**src/rtl/conf_bus_loader_pkg.sv**
```systemverilog
// Shared definitions for the configuration bus loader: bus format constants,
// FSM state encoding and the bus word marking helper.
package conf_bus_loader_pkg;

  localparam int CONF_BUS_W     = 64;
  localparam int CONF_VALID_BIT = 63;
  localparam logic [CONF_BUS_W-1:0] CONF_IDLE_WORD = 64'h0;

  typedef enum logic [2:0] {
    ST_IDLE  = 3'd0,
    ST_HDR   = 3'd1,
    ST_PAY   = 3'd2,
    ST_FLUSH = 3'd3,
    ST_DONE  = 3'd4
  } state_e;

  // Readers only decode words with the valid bit set, so every emitted word carries it.
  function automatic logic [CONF_BUS_W-1:0] mark_word(input logic [CONF_BUS_W-1:0] w);
    logic [CONF_BUS_W-1:0] r;
    r = w;
    r[CONF_VALID_BIT] = 1'b1;
    return r;
  endfunction

endpackage

```
**src/rtl/conf_bus_pipe.sv**
```systemverilog
// Fixed-depth register chain that carries the configuration bus out to the
// fabric; every stage resets to the idle word.
module conf_bus_pipe
  import conf_bus_loader_pkg::*;
#(
  parameter int STAGES = 2
) (
  input  logic                  clk,
  input  logic                  rst,
  input  logic [CONF_BUS_W-1:0] din,
  output logic [CONF_BUS_W-1:0] dout
);

  logic [CONF_BUS_W-1:0] stage_q [STAGES];

  always_ff @(posedge clk) begin
    if (rst) begin
      for (int i = 0; i < STAGES; i++) stage_q[i] <= CONF_IDLE_WORD;
    end else begin
      stage_q[0] <= din;
      for (int i = 1; i < STAGES; i++) stage_q[i] <= stage_q[i-1];
    end
  end

  assign dout = stage_q[STAGES-1];

endmodule

```
**src/rtl/conf_bus_loader.sv**
```systemverilog
// Parses the framed host stream (header N, N payloads, ..., header 0) and
// broadcasts marked payload words onto the pipelined configuration bus.
module conf_bus_loader
  import conf_bus_loader_pkg::*;
#(
  parameter int BUS_STAGES = 2,
  parameter int CNT_WIDTH  = 32
) (
  input  logic                  clk,
  input  logic                  rst,
  input  logic                  start,
  input  logic [CONF_BUS_W-1:0] in_data,
  input  logic                  in_valid,
  output logic                  in_ready,
  output logic [CONF_BUS_W-1:0] conf_bus_out,
  output logic                  busy,
  output logic                  done,
  output logic [CNT_WIDTH-1:0]  words_sent,
  output state_e                dbg_state
);

  localparam int FLUSH_W = (BUS_STAGES > 1) ? $clog2(BUS_STAGES) : 1;
  localparam logic [FLUSH_W-1:0]   FLUSH_LAST = FLUSH_W'(BUS_STAGES - 1);
  localparam logic [CNT_WIDTH-1:0] CNT_MAX    = '1;
  localparam logic [CNT_WIDTH-1:0] CNT_ONE    = CNT_WIDTH'(1);

  state_e                state_q, state_d;
  logic [CNT_WIDTH-1:0]  remaining_q;
  logic [CNT_WIDTH-1:0]  words_q;
  logic [FLUSH_W-1:0]    flush_q;
  logic [CNT_WIDTH-1:0]  hdr_n;
  logic                  hs;
  logic                  emit;
  logic                  start_ok;
  logic [CONF_BUS_W-1:0] pipe_in;

  assign hdr_n = in_data[CNT_WIDTH-1:0];

  // Handshake: a word transfers on a rising edge where in_valid and in_ready are
  // both high; in_ready depends only on the registered state, never on in_valid.
  assign hs   = in_valid && in_ready;
  assign emit = hs && (state_q == ST_PAY);

  always_ff @(posedge clk) begin
    if (rst) state_q <= ST_IDLE;
    else     state_q <= state_d;
  end

  always_comb begin
    state_d  = state_q;
    in_ready = 1'b0;
    busy     = 1'b0;
    done     = 1'b0;
    start_ok = 1'b0;
    case (state_q)
      ST_IDLE: begin
        if (start) begin
          start_ok = 1'b1;
          state_d  = ST_HDR;
        end
      end
      ST_HDR: begin
        in_ready = 1'b1;
        busy     = 1'b1;
        if (in_valid) state_d = (hdr_n == '0) ? ST_FLUSH : ST_PAY;
      end
      ST_PAY: begin
        in_ready = 1'b1;
        busy     = 1'b1;
        if (in_valid && (remaining_q == CNT_ONE)) state_d = ST_HDR;
      end
      ST_FLUSH: begin
        busy = 1'b1;
        if (flush_q == FLUSH_LAST) state_d = ST_DONE;
      end
      ST_DONE: begin
        done = 1'b1;
        if (start) begin
          start_ok = 1'b1;
          state_d  = ST_HDR;
        end
      end
      default: state_d = ST_IDLE;
    endcase
  end

  // FLUSH lasts BUS_STAGES cycles so the final payload has drained to the bus.
  always_ff @(posedge clk) begin
    if (rst) begin
      remaining_q <= '0;
      words_q     <= '0;
      flush_q     <= '0;
    end else begin
      if (start_ok)                          words_q <= '0;
      else if (emit && (words_q != CNT_MAX)) words_q <= words_q + 1'b1;

      if (hs && (state_q == ST_HDR)) remaining_q <= hdr_n;
      else if (emit)                 remaining_q <= remaining_q - 1'b1;

      if (state_q == ST_FLUSH) flush_q <= flush_q + 1'b1;
      else                     flush_q <= '0;
    end
  end

  assign pipe_in = emit ? mark_word(in_data) : CONF_IDLE_WORD;

  conf_bus_pipe #(
    .STAGES (BUS_STAGES)
  ) u_pipe (
    .clk  (clk),
    .rst  (rst),
    .din  (pipe_in),
    .dout (conf_bus_out)
  );

  assign words_sent = words_q;
  assign dbg_state  = state_q;

endmodule

```
**config.mk**
```make
export PLATFORM = sky130hd
export DESIGN_NAME = conf_bus_loader
export DESIGN_NICKNAME = d
export VERILOG_FILES = /design/src/rtl/conf_bus_loader_pkg.sv /design/src/rtl/conf_bus_pipe.sv /design/src/rtl/conf_bus_loader.sv
export SDC_FILE = /design/constraint.sdc
export NUM_CORES = 1
export LEC_CHECK = 0
export CORE_UTILIZATION = 51
export DETAILED_ROUTE_END_ITERATION = 10
export HOLD_SLACK_MARGIN = 0.05
export PLACE_DENSITY = 0.79
export REMOVE_ABC_BUFFERS = 1
export SLEW_MARGIN = 20
export SYNTH_ARGS = -nofsm -noshare
export SYNTH_HDL_FRONTEND = slang
export SYNTH_HIERARCHICAL = 1
export SYNTH_SLANG_ARGS = --single-unit
```
**constraint.sdc**
```tcl
create_clock -name clk -period 2.9 [get_ports clk]
set_input_delay 0.87 -clock clk [delete_from_list [all_inputs] [get_ports clk]]
set_output_delay 0.87 -clock clk [all_outputs]
set_load 0.005 [all_outputs]
```
==> run metrics <==
Critical Path RT=2.03 ns; share of cells above drive strength 1=8.51%; initial core utilization=52.3%; Static Leak=3.73 nW; Pins Over Slew Limit=0; synthesis-stage register bit count=196; DRT Wirelength=18500 um; Placeable Area=0.0159 mm^2; endpoint type of the worst setup path=primary output; Worst path max stage delay=0.50 ns; Min-Delay Path Class=flop to flop; Worst Path Buf+Inv=1; WL per Instance=14.8 um; first-pass GRT wire length=29400 um; fin crit period=2.78 ns; Fin. Hold Viols=0; Worst EP arrival=1.91 ns; # diodes=0; antenna viol nets, final=0; Worst Clk Skew=0.00766 ns; drt pass-1 iters=5; EDFF count, synth=0; vias in the first global route=5978; I/O pin total=170; RSZ-0062 raised after global routing=no; largest net degree at the start of global routing=47; slew at the pin with the worst max-slew slack=0.614 ns; Synth top area share=47.1%; fmax=0.359 GHz; clock insertion delay at the later pin of the skew report=0.43 ns; GRT Total Usage=22.0%; setup ws final=0.117 ns; Critical-path top delay cell=clkdlybuf4s50_1; DR vias/cell=5.38; mean area per synthesized cell=9.10 um^2; fraction of registers with async set/reset=0%; DP Area=0.00984 mm^2; Num CTS Buffers=17; Slew HR=59.0%; post-synthesis sequential area ratio=47.1%; family with the most delay on the worst path=simple AND/OR/NAND/NOR gates; Final GP Congestion=0.887; Post-Syn Area=0.00833 mm^2; CTS sink cnt=196; Bufs on Longest Clock Path=2; PD cells=798 mW/mm^2; initial antenna violation count=0; synth unique cells=62; DP HPWL=12800 um; critical-path cell list=or3b_2 > nand2_1 > clkdlybuf4s50_1; synth cell count leaders=196 x dfxtp_1, 130 x nor2b_1, 76 x buf_4; status=completed; Port-buffer cells=168; max_cap viols=0; CTS tree=built; grt total ovfl=0; Post-Place Setup Slack=-0.266 ns; Die ar.=0.0169 mm^2; Startpoint Class=flop; post-route cell area=0.0104 mm^2; std cell rows=46; total number of vias=6731; H-tree depth=4; Setup Viol. Count Final=0; setup bufs post-CTS=0; critical setup path kind=flop to primary output; Area contributors post-synth=dfxtp_1 47%, nor2b_1 9.8%, buf_4 6.8%, and2_1 4.8%, o21ai_0 2.6%; main flop type after synthesis=dfxtp_1; DRC Markers=0; most frequent cell after synthesis=dfxtp_1; Iteration-0 DRC Markers=382; DIE HEIGHT=130 um; Clock Pin Slew Worst Setup and Hold Paths=0.07 ns; Hold-fix buffers, CTS=0; Synth Instances=916; area delta synth->final=24.9%; CP max FO=10; Max VDD drop=0.520 mV; Root Buffer Master=clkbuf_16; Final #Nets=1092; Ys Warns=6; Yosys top cell by area=dfxtp_1; die outline width=130 um; fin crit share=96.0%
[state kept, by name, indices dropped and copies added, names as in the netlist]
signal          flops
dbg_state           3
flush_q             1
words_sent         32
u_pipe/stage_q    128
remaining_q        32
[power by group]
part           internal [mW]  switching, mW  total (mW)
clock                   1.14           1.10        2.24
sequential              2.94          0.221        3.16
combinational           1.27           1.64        2.91
total                   5.35           2.96        8.31
[worst reg2reg max path, delay by kind of cell, from the launching register on]
kind	cells	cell delay (ns)
AO/OA/AOI/OAI	1	0.16
adder cells (fa/ha/maj)	1	0.29
flip-flops	1	0.47
AND/OR/NAND/NOR	4	1.63
[repair_timing]
action / CTS / global route
resized for setup: 0 / 1
hold endpoints to repair: 0 / 0
endpoints found under the setup margin: 0 / 1
[cell type report]
type	count	area (um^2)
clock buffer	18	429
clock inverter	14	141
fill	1299	5530
inverter	10	37.5
multi-input combinational	595	3640
sequential	196	3920
tap	216	270
timing repair buffer	201	1960
[cell families (layout without fill, tap and decap cells)]
group           Yosys count  after routing  synth area share (%)
fa+ha+maj                 3              3                 0.451
buf+inv                 125            243                  9.34
xor+xnor                  5              5                 0.526
simple gates            439            439                  31.2
compound gates          143            143                  10.8
flops                   196            196                  47.1
mux                       5              5                 0.601
[cell usage in the layout (no fill, tap or decap), drive strengths merged, types with 9 or more instances in the layout]
cell,Yosys,final
or4,17,17
nor4,21,21
dfxtp,196,196
a211oi,9,9
nor3,24,24
nand3,22,22
and2,64,64
buf,85,34
clkdlybuf4s50,0,167
inv,10,16
nor2b,130,130
nor2,37,37
nand2,42,42
or3,27,27
clkbuf,30,18
nand4,22,22
o21ai,43,43
a21oi,38,38
[layer usage]
metal	part of all wire, %	vias up	global-route usage (%)
met5	0	-	0
met4	2.0	0	8.00
met3	5.6	35	4.26
met2	47	224	36.2
met1	46	3119	28.8
li1	-	3353	-
[metrics by stage]
step / instances / power (mW) / utilization, % / hold WS [ns] / TNS, ns
floorplan: 801 / 4.92 / - / 0.399 / -1.27
global placement: 1218 / 6.00 / 61.7 / 0.407 / -1.31
detailed placement: 1218 / 6.05 / 61.7 / 0.413 / -2.01
CTS: 1250 / 8.31 / 65.3 / 0.423 / 0
global route: 1250 / 8.79 / 65.3 / 0.443 / 0
finish: 1250 / 8.31 / 65.3 / 0.420 / 0
[path summary, 6_finish.rpt]
check / start / to / slack, ns / cells past startpoint
hold / removal: flush_q / flush_q / 0.42 / 1
setup reg to reg: words_sent[0] / words_sent[26] / 0.30 / 6
hold reg to reg: flush_q / flush_q / 0.42 / 1
setup / recovery: dbg_state[2] / in_ready / 0.12 / 3
No activity file was read; power rests on OpenSTA's default activity.
